## config.mk

```make
export PLATFORM = sky130hd
export DESIGN_NAME = control_flow_unit_l5_flat
export DESIGN_NICKNAME = d
export VERILOG_FILES = /design/src/rtl/control_flow_unit_l5_if.sv /design/src/rtl/control_flow_unit_l5.sv /design/src/flat_wrapper.sv
export SDC_FILE = /design/constraint.sdc
export NUM_CORES = 1
export LEC_CHECK = 0
export CAP_MARGIN = 10
export CORE_MARGIN = 1
export CORE_UTILIZATION = 45
export CTS_BUF_LIST = sky130_fd_sc_hd__clkbuf_8
export DETAILED_ROUTE_END_ITERATION = 12
export PLACE_DENSITY = 0.76
export RECOVER_POWER = 25
export SYNTH_ARGS = -nofsm -noshare
export SYNTH_HDL_FRONTEND = slang
export SYNTH_SLANG_ARGS = --single-unit
```

## constraint.sdc

```tcl
create_clock -name clk -period 6.7 [get_ports clk]
set_input_delay 1.34 -clock clk [delete_from_list [all_inputs] [get_ports clk]]
set_output_delay 1.34 -clock clk [all_outputs]
set_load 0.05 [all_outputs]
```

## src/rtl/control_flow_unit_l5_if.sv

```systemverilog
// Handshake bundles around the control flow execute unit.
// control_flow_unit_l5_dx_if carries issued instructions from decode into execute.
// control_flow_unit_l5_xw_if carries resolved results from execute to writeback.

interface control_flow_unit_l5_dx_if #(
  parameter int unsigned p_seq_num_bits = 5
);
  logic                      val;
  logic                      rdy;
  logic [31:0]               pc;
  logic [p_seq_num_bits-1:0] seq_num;
  logic [31:0]               op1;
  logic [31:0]               op2;
  logic [31:0]               op3;
  logic [4:0]                waddr;
  logic [3:0]                uop;

  modport master (output val, pc, seq_num, op1, op2, op3, waddr, uop, input rdy);
  modport slave  (input val, pc, seq_num, op1, op2, op3, waddr, uop, output rdy);
endinterface

interface control_flow_unit_l5_xw_if #(
  parameter int unsigned p_seq_num_bits = 5
);
  logic                      val;
  logic                      rdy;
  logic [31:0]               pc;
  logic [p_seq_num_bits-1:0] seq_num;
  logic [4:0]                waddr;
  logic [31:0]               wdata;
  logic                      wen;

  modport master (output val, pc, seq_num, waddr, wdata, wen, input rdy);
  modport slave  (input val, pc, seq_num, waddr, wdata, wen, output rdy);
endinterface

```

## src/rtl/control_flow_unit_l5.sv

```systemverilog
// Control flow execute unit: resolves JAL, JALR and conditional branches on entry
// into an elastic pipeline of p_num_stages slots. A taken transfer redirects fetch
// when it leaves the last slot and squashes everything younger still inside the unit.

module control_flow_unit_l5 #(
  parameter int unsigned p_seq_num_bits = 5,
  parameter int unsigned p_num_stages   = 1
) (
  input  logic                      clk,
  input  logic                      rst,
  control_flow_unit_l5_dx_if.slave  D,
  control_flow_unit_l5_xw_if.master W,
  output logic                      redirect_val,
  output logic [31:0]               redirect_target,
  output logic [p_seq_num_bits-1:0] redirect_seq_num
);

  localparam logic [3:0] OpJal  = 4'd1;
  localparam logic [3:0] OpJalr = 4'd2;
  localparam logic [3:0] OpBeq  = 4'd3;
  localparam logic [3:0] OpBne  = 4'd4;
  localparam logic [3:0] OpBlt  = 4'd5;
  localparam logic [3:0] OpBge  = 4'd6;
  localparam logic [3:0] OpBltu = 4'd7;
  localparam logic [3:0] OpBgeu = 4'd8;

  localparam int unsigned Last = p_num_stages - 1;

  typedef struct packed {
    logic [31:0]               pc;
    logic [p_seq_num_bits-1:0] seq_num;
    logic [4:0]                waddr;
    logic [31:0]               wdata;
    logic                      wen;
    logic                      taken;
    logic [31:0]               target;
  } stage_t;

  logic [p_num_stages-1:0] valid_q, valid_d;
  stage_t                  stage_q [p_num_stages];
  stage_t                  stage_d [p_num_stages];

  // go[k]: slot k hands its instruction on this cycle (to slot k+1, or to W for the last)
  logic [p_num_stages-1:0] go;
  logic                    redirect;
  logic                    accept;

  stage_t      entry;
  logic [31:0] pc_imm, pc_plus4, rs1_imm;
  logic        br_eq, br_lt, br_ltu;

  // Resolve the incoming instruction; all arithmetic wraps modulo 2^32
  always_comb begin
    pc_imm   = D.pc + D.op3;
    pc_plus4 = D.pc + 32'd4;
    rs1_imm  = D.op1 + D.op3;
    br_eq    = (D.op1 == D.op2);
    br_lt    = ($signed(D.op1) < $signed(D.op2));
    br_ltu   = (D.op1 < D.op2);

    entry         = '0;
    entry.pc      = D.pc;
    entry.seq_num = D.seq_num;
    entry.waddr   = D.waddr;
    entry.target  = pc_imm;
    case (D.uop)
      OpJal: begin
        entry.wen   = 1'b1;
        entry.wdata = pc_plus4;
        entry.taken = 1'b1;
      end
      OpJalr: begin
        entry.wen    = 1'b1;
        entry.wdata  = pc_plus4;
        entry.taken  = 1'b1;
        entry.target = rs1_imm & ~32'h1;
      end
      OpBeq:   entry.taken = br_eq;
      OpBne:   entry.taken = ~br_eq;
      OpBlt:   entry.taken = br_lt;
      OpBge:   entry.taken = ~br_lt;
      OpBltu:  entry.taken = br_ltu;
      OpBgeu:  entry.taken = ~br_ltu;
      // Unknown uops flow through as no-ops: no write, no redirect
      default: ;
    endcase
  end

  // Pass-through ready chain from W back to D, plus redirect detection
  always_comb begin
    go       = '0;
    go[Last] = valid_q[Last] & W.rdy;
    for (int k = int'(p_num_stages) - 2; k >= 0; k--) begin
      go[k] = valid_q[k] & (~valid_q[k+1] | go[k+1]);
    end
    redirect = go[Last] & stage_q[Last].taken;
    // Ingress is closed during a redirect so nothing wrong-path slips in
    D.rdy    = (~valid_q[0] | go[0]) & ~redirect;
    accept   = D.val & D.rdy;
  end

  // Next-state for the slots: shift on handshake, squash everything on redirect
  always_comb begin
    valid_d = valid_q;
    stage_d = stage_q;
    if (redirect) begin
      // The redirecting instruction drains to W; every other slot is younger
      valid_d = '0;
    end else begin
      for (int k = 1; k < int'(p_num_stages); k++) begin
        if (go[k-1]) begin
          valid_d[k] = 1'b1;
          stage_d[k] = stage_q[k-1];
        end else if (go[k]) begin
          valid_d[k] = 1'b0;
        end
      end
      if (accept) begin
        valid_d[0] = 1'b1;
        stage_d[0] = entry;
      end else if (go[0]) begin
        valid_d[0] = 1'b0;
      end
    end
  end

  // Slot registers with synchronous reset
  always_ff @(posedge clk) begin
    if (rst) begin
      valid_q <= '0;
      for (int k = 0; k < int'(p_num_stages); k++) begin
        stage_q[k] <= '0;
      end
    end else begin
      valid_q <= valid_d;
      for (int k = 0; k < int'(p_num_stages); k++) begin
        stage_q[k] <= stage_d[k];
      end
    end
  end

  // W and redirect come straight from the last slot, so they hold while W stalls
  always_comb begin
    W.val            = valid_q[Last];
    W.pc             = stage_q[Last].pc;
    W.seq_num        = stage_q[Last].seq_num;
    W.waddr          = stage_q[Last].waddr;
    W.wdata          = stage_q[Last].wdata;
    W.wen            = stage_q[Last].wen;
    redirect_val     = redirect;
    redirect_target  = stage_q[Last].target;
    redirect_seq_num = stage_q[Last].seq_num;
  end

endmodule

```

## src/flat_wrapper.sv

```systemverilog
// flat-port wrapper written by rule: the top's interface ports become plain ports
module control_flow_unit_l5_flat 
#(
  parameter int unsigned p_seq_num_bits = 5,
  parameter int unsigned p_num_stages   = 1
)
  (clk, rst, redirect_val, redirect_target, redirect_seq_num, D_val, D_pc, D_seq_num, D_op1, D_op2, D_op3, D_waddr, D_uop, D_rdy, W_val, W_pc, W_seq_num, W_waddr, W_wdata, W_wen, W_rdy);
  control_flow_unit_l5_dx_if #(.p_seq_num_bits(p_seq_num_bits)) D_i ();
  control_flow_unit_l5_xw_if #(.p_seq_num_bits(p_seq_num_bits)) W_i ();
  input  logic clk;
  input  logic rst;
  output logic redirect_val;
  output logic [31:0] redirect_target;
  output logic [p_seq_num_bits-1:0] redirect_seq_num;
  input wire logic [$bits(D_i.val)-1:0] D_val;
  input wire logic [$bits(D_i.pc)-1:0] D_pc;
  input wire logic [$bits(D_i.seq_num)-1:0] D_seq_num;
  input wire logic [$bits(D_i.op1)-1:0] D_op1;
  input wire logic [$bits(D_i.op2)-1:0] D_op2;
  input wire logic [$bits(D_i.op3)-1:0] D_op3;
  input wire logic [$bits(D_i.waddr)-1:0] D_waddr;
  input wire logic [$bits(D_i.uop)-1:0] D_uop;
  output wire logic [$bits(D_i.rdy)-1:0] D_rdy;
  output wire logic [$bits(W_i.val)-1:0] W_val;
  output wire logic [$bits(W_i.pc)-1:0] W_pc;
  output wire logic [$bits(W_i.seq_num)-1:0] W_seq_num;
  output wire logic [$bits(W_i.waddr)-1:0] W_waddr;
  output wire logic [$bits(W_i.wdata)-1:0] W_wdata;
  output wire logic [$bits(W_i.wen)-1:0] W_wen;
  input wire logic [$bits(W_i.rdy)-1:0] W_rdy;
  assign D_i.val = D_val;
  assign D_i.pc = D_pc;
  assign D_i.seq_num = D_seq_num;
  assign D_i.op1 = D_op1;
  assign D_i.op2 = D_op2;
  assign D_i.op3 = D_op3;
  assign D_i.waddr = D_waddr;
  assign D_i.uop = D_uop;
  assign D_rdy = D_i.rdy;
  assign W_val = W_i.val;
  assign W_pc = W_i.pc;
  assign W_seq_num = W_i.seq_num;
  assign W_waddr = W_i.waddr;
  assign W_wdata = W_i.wdata;
  assign W_wen = W_i.wen;
  assign W_i.rdy = W_rdy;
  control_flow_unit_l5 #(.p_seq_num_bits(p_seq_num_bits), .p_num_stages(p_num_stages)) u_core (.clk(clk), .rst(rst), .D(D_i), .W(W_i), .redirect_val(redirect_val), .redirect_target(redirect_target), .redirect_seq_num(redirect_seq_num));
endmodule
```

=== After elaboration in Yosys (flattened, before gate mapping) ===
Index checks and enable logic that the tools add are counted.
Widths: inputs -> output; s select.

* Add/sub/neg operators: 3
* Magnitude comparators: 2
* Equal/unequal tests: 9
* Muxes and demuxes: 5
* Bitwise logic cells: 10
* Reductions and logical operators: 4

{| class="wikitable"
|+ Operator list
! operator !! number
|-
| $add 32x32->32 || 2
|-
| $lt 32x32->1 || 2
|-
| $mux 33 || 1
|-
| $add 32x3->32 const B || 1
|-
| $eq 32x32->1 || 1
|-
| $mux 32 || 1
|-
| $eq 4x3->1 const B || 4
|-
| $eq 4x2->1 const B || 2
|-
| $pmux 1 s7 || 1
|-
| $not 1->1 || 5
|-
| $and 1x1->1 || 4
|-
| $eq 4x1->1 const B || 1
|-
| $eq 4x4->1 const B || 1
|-
| $reduce_or 2->1 || 2
|-
| $mux 1 || 2
|-
| $reduce_and 2->1 || 1
|-
| $reduce_bool 2->1 || 1
|-
| $or 1x1->1 || 1
|}

* Flip-flop bits (word level): 109
* Input port bits: 146
* Logic and storage cells: 41

=== Depth between registers and ports, before layout ===
Gate-level depths: netlist of the first run.

* Depth in word-level cells: 6
* Depth in mapped cells: 12

=== Worst setup path before layout of the first run ===
OpenSTA, ideal clock, no wires.

* Path type: input-to-reg
* Start: input W_rdy
* End: register u_core.stage_q (netlist bit u_core.W.wdata[22])
* Library setup time: 65 ps
* Arrival time: 3924 ps
* Setup slack: 2711 ps
* Cell stages on the path: 7
* Cell sequence: inv_1 > o21ai_0 > nand2_1 > nor4_1 > clkbuf_1 > a22oi_1 > nor2_1

* Word-level cells in the longest chain between the ends: 6

{| class="wikitable"
|+ RTL lines
! item !! line !! RTL
|-
| start: declaration || flat_wrapper.sv:30 || <nowiki>input wire logic [$bits(W_i.rdy)-1:0] W_rdy;</nowiki>
|-
| $and 1x1->1 * || control_flow_unit_l5.sv:92 || <nowiki>go[Last] = valid_q[Last] & W.rdy;</nowiki>
|-
| $and 1x1->1 || control_flow_unit_l5.sv:96 || <nowiki>redirect = go[Last] & stage_q[Last].taken;</nowiki>
|-
| $not 1->1 (no source line) || -- ||
|-
| $and 1x1->1 * || control_flow_unit_l5.sv:98 || <nowiki>D.rdy = (~valid_q[0] | go[0]) & ~redirect;</nowiki>
|-
| net D_rdy || flat_wrapper.sv:23 || <nowiki>output wire logic [$bits(D_i.rdy)-1:0] D_rdy;</nowiki>
|-
| $and 1x1->1 * || control_flow_unit_l5.sv:99 || <nowiki>accept = D.val & D.rdy;</nowiki>
|-
| $reduce_and 2->1 (no source line) * || -- ||
|-
| end signal: indexed assignment || control_flow_unit_l5.sv:137 || <nowiki>stage_q[k] <= stage_d[k];</nowiki>
|-
| end: declaration || control_flow_unit_l5.sv:40 || <nowiki>stage_t stage_q [p_num_stages];</nowiki>
|}

The timed path passes the listed nets; every way through them passes the cells marked *.
A chain may end at the register's enable or synchronous reset.

=== Worst setup path after layout of the first run ===
* Start: input W_rdy
* End: register u_core.stage_q (netlist bit u_core.W.wdata[19])

* Word-level cells in the longest chain between the ends: 6

{| class="wikitable"
|+ RTL lines
! item !! line
|-
| $and 1x1->1 * || control_flow_unit_l5.sv:92
|-
| $and 1x1->1 || control_flow_unit_l5.sv:96
|-
| $not 1->1 (no source line) || --
|-
| $and 1x1->1 || control_flow_unit_l5.sv:98
|-
| $and 1x1->1 || control_flow_unit_l5.sv:99
|-
| $reduce_and 2->1 (no source line) * || --
|}

Mark *: on every way between the ends. The rest lies on a longest branch, timed or not.

==> impl_metrics.csv, run 1 <==
group,metric,value,unit
run_status,status,"complete, but fails checks",
run_status,violations,"capacitance limit, slew limit",
floorplanning,core,0.0203,mm^2
drt,drtIter0Drc,489,
floorplanning,num_io_pins,261,
synthesis,synth_area_per_cell,7.58,um^2
timing,slew_headroom,-19.9,%
drt,post-route-drc-count,0,
clock_tree,clock_latency,380,ps
synthesis,syn-num-nets,1478,
synthesis,synth_top_area_share,23.3,%
timing,tightest_slew,1790,ps
worst_setup_path,cp.depth,9,
synthesis,ys_seq_elements,109,
worst_setup_path,endpoint,"u_core.W.wdata[19]",
drt,viasPerCell,5.51,
layout,multiInputGateArea,0.00598,mm^2
clock_tree,cts_resized,0,
worst_hold_path,hp-class,"reg2reg",
worst_setup_path,r2r-start,"u_core.stage_q[32]",
synthesis,netlist_area,0.00937,mm^2
worst_setup_path,rrSetupSlack,3260,ps
timing,setup_viol,0,
timing,setup-tns-final,0,ps
floorplanning,dieArea,0.0214,mm^2
drt,avgRoutedWirePerCell,16.8,um
synthesis,syn_inst,1236,
floorplanning,rows,52,
clock_tree,clk_pin_slew,100,ps
worst_setup_path,slowest_delay,1060,ps
worst_setup_path,worst-path-max-fanout,52,
synthesis,synth_cell_type_count,71,
synthesis,synth-async-reset-ratio,0,%
drt,via_count,8916,
layout,insertedDiodeCount,0,
worst_setup_path,slowest_stage,"nand2_1",
worst_setup_path,worstSetupPathType,"in2reg",
layout,area_delta_synth_final,22.9,%
worst_setup_path,critical_path.startpoint,"W_rdy",
worst_setup_path,r2r.worst_path.cells,7,
placement,place.port_buffers,260,
layout,post_route_cells_drive_above_1_share,3.19,%
grt,antenna_found_initial,0,
grt,grt_start_max_net_pins,71,
placement,gp_congestion,0.933,
timing,rsz0062_at_grt,"false",
synthesis,synth_common_cells,"nand2_1, a21oi_1, buf_4",
grt,grt.total_usage,24.7,%
worst_setup_path,cp_top_family,"buffers and inverters",
clock_tree,numCtsBuffers,9,
timing,hold_slack,456,ps
grt,overflow,0,
worst_setup_path,cp_cell_sequence,"dlygate4sd3_1 -> inv_1 -> o21ai_0 -> nand2_1 -> buf_4 -> nor4_2 -> buf_4 -> a22oi_1 -> nor2_1",
timing,max_freq,217,MHz
timing,fin_ws,2100,ps
grt,grt_pass1_wl,42.6,mm
floorplanning,dieWidth,146,um
timing,skew,13.8,ps
layout,area.sequential,0.00218,mm^2
synthesis,yosysMostFrequentCell,"nand2_1",
synthesis,synth-edff-count,0,
timing,hold_viol_final,0,
power,ir_drop,98.9,uV
synthesis,synth_largest_area_cell,"dfxtp_1",
worst_setup_path,path_buf_inv,4,
clock_tree,ctsHtreeMaxLevel,3,
clock_tree,clockBufferDepth,2,
worst_setup_path,r2r_end,"u_core.W.wdata[19]",
power,p_leak,4.85,nW
timing,finalCriticalPeriod,4600,ps
worst_setup_path,crit_required,7000,ps
synthesis,synth_flop_cell,"dfxtp_1",
floorplanning,die_h,146,um
drt,ant_nets,0,
placement,pre_cts_slack,2010,ps
worst_setup_path,crit_top_cell,"buf_4",
clock_tree,ctsHoldBuffers,0,
clock_tree,cts-root-buf,"clkbuf_8",
power,power.density,173,mW/mm^2
placement,dpl.hpwl,21.7,mm
synthesis,ys_seq_area_share,23.3,%
timing,drv_slew,53,
flow_run,maxCapViolations,1,
grt,grt_pass1_vias,8052,
clock_tree,cts_setup_buffers,0,
synthesis,synthTopCellsByArea,"dfxtp_1, ha_1, buf_4, a21oi_1, nand2_1",
drt,dr.pass1.iters,5,
worst_setup_path,start_kind,"primary input",
floorplanning,start_util,46.2,%
worst_setup_path,worstPathArrival,4910,ps
timing,period_share,68.7,%
synthesis,synth_warnings,0,
layout,final_nets,1586,
worst_setup_path,critPathCaptureType,"flip-flop",
clock_tree,cts.sinks,109,
drt,wl,27.1,mm
layout,n_fill_cell,1968,
clock_tree,cts_tree,"built",
-- worst min path at each step --
stage | startpoint | cells after the start | slack (ps) | end
6_report | u_core.W.pc[18] | 2 | 460 | u_core.W.pc[18]
5_1_grt | u_core.W.pc[9] | 2 | 470 | u_core.W.pc[9]
4_1_cts | u_core.W.pc[4] | 2 | 460 | u_core.W.pc[4]
3_5_place_dp | u_core.W.pc[4] | 2 | 450 | u_core.W.pc[4]
3_3_place_gp | u_core.W.pc[31] | 2 | 440 | u_core.W.pc[31]
2_1_floorplan | u_core.redirect_target[0] | 2 | 430 | u_core.redirect_target[0]
-- per-layer routing --
layer / vias up / GRT usage (%) / share of wire, %
li1: 4498 / - / -
met1: 4074 / 34.8 / 48
met2: 312 / 40.3 / 45
met3: 32 / 2.63 / 5.6
met4: 0 / 6.04 / 1.6
met5: - / 0 / 0
-- area by class of cell --
class,count,area share (%)
Multi-Input combinational cell,912,51.9
Inverter,47,1.53
Sequential cell,109,18.9
Timing Repair Buffer,265,22.9
Clock inverter,7,0.717
Clock buffer,9,1.08
Tap cell,270,2.93
-- layout by cell type (no fill, tap or decap), types with 3 or more instances in the layout --
master,instances
nor4_1,4
nand3_1,26
and4_1,4
o21ai_1,3
or3_1,4
a21o_1,40
a31oi_1,8
a2111oi_0,4
nand2_1,153
o21a_1,10
dlygate4sd3_1,55
o41ai_1,3
o211ai_1,8
nor3_1,30
a21oi_1,116
ha_1,94
dfxtp_1,109
clkdlybuf4s50_1,204
inv_1,47
clkbuf_8,9
a22oi_1,32
o31ai_1,5
o21bai_1,3
o22ai_1,6
nand2b_1,8
and3_1,9
nor2b_1,8
xnor2_1,51
o21ai_0,36
and2_1,5
a211oi_1,20
buf_4,6
o221ai_1,3
a311oi_1,6
nor2_1,106
xor2_1,31
nand4_1,28
o2111ai_1,3
mux2i_1,4
-- power breakdown --
group          internal, mW  switching, mW  total [mW]  leakage [nW]
Combinational         0.344          0.514       0.858          3.85
Sequential            0.688         0.0227       0.711         0.894
Clock                 0.179          0.245       0.424         0.103
Total                  1.21          0.781        1.99          4.85
-- tightest hold or removal path: cells and delay by family (launching register included) --
family          cells  cell delay [ps]
simple gates        1               50
compound gates      1               50
flops               1              320
-- stage by stage --
step | instance area [um^2] | cells | utilization [%] | power (mW)
5_1_grt | 11500 | 1619 | 56.7 | 2.10
3_3_place_gp | 11300 | 1603 | 55.8 | 1.58
4_1_cts | 11500 | 1619 | 56.8 | 2.01
6_report | 11500 | 1619 | 56.7 | 1.99
3_5_place_dp | 11300 | 1603 | 55.8 | 1.58
2_1_floorplan | 9370 | 1236 | - | 1.34
-- kinds of logic after synthesis --
kind of cell               after synthesis  share of synthesized area (%)
adders and majority gates               96                           13.0
AOI/OAI and AO/OA                      330                           23.1
muxes                                    4                          0.427
xor gates and xnor gates                82                           7.66
buffers and inverters                  215                           13.1
and+or+nand+nor                        400                           19.4
DFF                                    109                           23.3
-- flip-flops by register name (all words and copies together), names as in the netlist --
signal                  count
u_core.W.pc                32
u_core.W.wdata             32
u_core.redirect_target     32
u_core.W.seq_num            5
u_core.W.waddr              5
u_core.W.val                1
u_core.W.wen                1
u_core.stage_q              1
Note: power is estimated with default switching activity, not from simulation.
==> run 2: changes to the inputs <==
--- a/config.mk
+++ b/config.mk
@@ -10,7 +10,7 @@
 export CORE_UTILIZATION = 45
 export CTS_BUF_LIST = sky130_fd_sc_hd__clkbuf_8
 export DETAILED_ROUTE_END_ITERATION = 12
-export PLACE_DENSITY = 0.76
+export PLACE_DENSITY = 0.79
 export RECOVER_POWER = 25
 export SYNTH_ARGS = -nofsm -noshare
 export SYNTH_HDL_FRONTEND = slang
==> constraint.sdc (replaced) <==
create_clock -name clk -period 4.1 [get_ports clk]
set_input_delay 0.82 -clock clk [delete_from_list [all_inputs] [get_ports clk]]
set_output_delay 0.82 -clock clk [all_outputs]
set_load 0.05 [all_outputs]
==> impl_metrics.csv, run 2 (synthesis results as in run 1) <==
group,metric,value,unit
clock_tree,ctsHoldBuffers,0,
power,power,3.24,mW
timing,hold_viol_final,0,
clock_tree,cts-root-buf,"clkbuf_8",
drt,via_count,8983,
clock_tree,clockBufferDepth,2,
clock_tree,cts.sinks,109,
floorplanning,start_util,46.2,%
timing,fin_ws,354,ps
drt,drtIter0Drc,502,
placement,gp_congestion,0.967,
worst_setup_path,worstSetupPathType,"in2reg",
drt,dr.pass1.iters,5,
clock_tree,cts_resized,0,
floorplanning,rows,52,
timing,setup-tns-final,0,ps
placement,dpl.hpwl,22.1,mm
timing,setup_viol,0,
worst_setup_path,rrSetupSlack,1360,ps
layout,fin_util,57.7,%
grt,grt_start_max_net_pins,64,
floorplanning,dieWidth,146,um
clock_tree,clock_latency,370,ps
worst_setup_path,critPathCaptureType,"flip-flop",
worst_setup_path,crit_required,4350,ps
worst_setup_path,slowest_stage,"clkdlybuf4s50_1",
worst_setup_path,cp_cell_sequence,"clkdlybuf4s50_1 -> ha_1 -> inv_1 -> fa_1 -> or2b_2 -> a21oi_1 -> o21ai_2 -> a211o_2 -> and2_1 -> o31ai_1 -> xor2_1 -> a222oi_1 -> nor2_1",
drt,viasPerCell,5.46,
timing,hold_slack,455,ps
clock_tree,cts_setup_buffers,0,
layout,area_delta_synth_final,25.0,%
timing,skew,10.7,ps
layout,post_route_cells_drive_above_1_share,4.94,%
floorplanning,num_io_pins,261,
worst_setup_path,slowest_delay,550,ps
clock_tree,numCtsBuffers,9,
layout,multiInputGateArea,0.00598,mm^2
placement,pre_cts_slack,-4.01,ps
power,power.density,277,mW/mm^2
layout,area.sequential,0.00218,mm^2
clock_tree,cts_tree,"built",
flow_run,maxCapViolations,0,
drt,ant_nets,0,
grt,antenna_found_initial,0,
timing,tightest_slew,1460,ps
power,ir_drop,137,uV
worst_hold_path,hp-class,"reg2reg",
grt,grt_pass1_wl,42.4,mm
power,p_leak,4.87,nW
floorplanning,die_h,146,um
layout,insertedDiodeCount,0,
placement,place.port_buffers,260,
drt,avgRoutedWirePerCell,16.6,um
timing,slew_headroom,2.46,%
timing,finalCriticalPeriod,3750,ps
grt,grt_pass1_vias,8148,
floorplanning,core,0.0203,mm^2
clock_tree,clk_pin_slew,110,ps
drt,post-route-drc-count,0,
layout,mostFrequentLayoutCell,"clkdlybuf4s50_1",
worst_setup_path,start_kind,"primary input",
timing,drv_slew,0,
worst_setup_path,worstPathArrival,3990,ps
floorplanning,dieArea,0.0214,mm^2
layout,n_fill_cell,1909,
timing,max_freq,267,MHz
layout,final_nets,1613,
run_status,status,"finished clean",
grt,overflow,0,
grt,grt.total_usage,24.7,%
clock_tree,ctsHtreeMaxLevel,3,
timing,rsz0062_at_grt,"false",
worst_setup_path,worst-path-max-fanout,4,
drt,wl,27.3,mm
layout,layout_common_cells,"clkdlybuf4s50_1, nand2_1, a21oi_1",
timing,period_share,91.4,%
==> run 2: cell type report <==
| type | instances | share of cell area [%] |
|---|---|---|
| Sequential cell | 109 | 18.6 |
| Inverter | 47 | 1.51 |
| Clock buffer | 9 | 1.06 |
| Timing Repair Buffer | 292 | 24.4 |
| Tap cell | 270 | 2.88 |
| Multi-Input combinational cell | 912 | 51.0 |
| Clock inverter | 7 | 0.555 |
==> run 2: final timing paths <==
| kind | start | to | depth (start not counted) |
|---|---|---|---|
| setup / recovery | D_op3[0] | u_core.redirect_target[28] | 13 |
| setup reg to reg | u_core.stage_q[32] | u_core.redirect_target[19] | 7 |
| hold / removal | u_core.redirect_target[0] | u_core.redirect_target[0] | 2 |
| hold reg to reg | u_core.redirect_target[0] | u_core.redirect_target[0] | 2 |
==> run 2: routing by layer <==
metal / global-route usage [%] / share of wire (%) / vias up
li1: - / - / 4545
met5: 0 / 0 / -
met1: 35.0 / 47 / 4065
met2: 39.4 / 45 / 344
met4: 6.61 / 1.6 / 0
met3: 2.97 / 6.7 / 29
==> run 2: metrics by stage <==
stage	instances	area, um^2
finish	1646	11700
detailed placement	1630	11500
CTS	1646	11700
global route	1646	11700
global placement	1630	11500
floorplan	1236	9370
==> run 2: worst max-delay path: cells and delay by family <==
kind,cells,cell delay [ps]
adders and majority gates,2,580
and+or+nand+nor,3,550
buffers and inverters,2,610
AOI/OAI and AO/OA,5,1320
xor gates and xnor gates,1,110
==> run 2: report_power, final <==
group | internal, mW | switching (mW)
logic | 0.589 | 0.847
clock network | 0.237 | 0.405
registers | 1.12 | 0.0379
total | 1.95 | 1.29
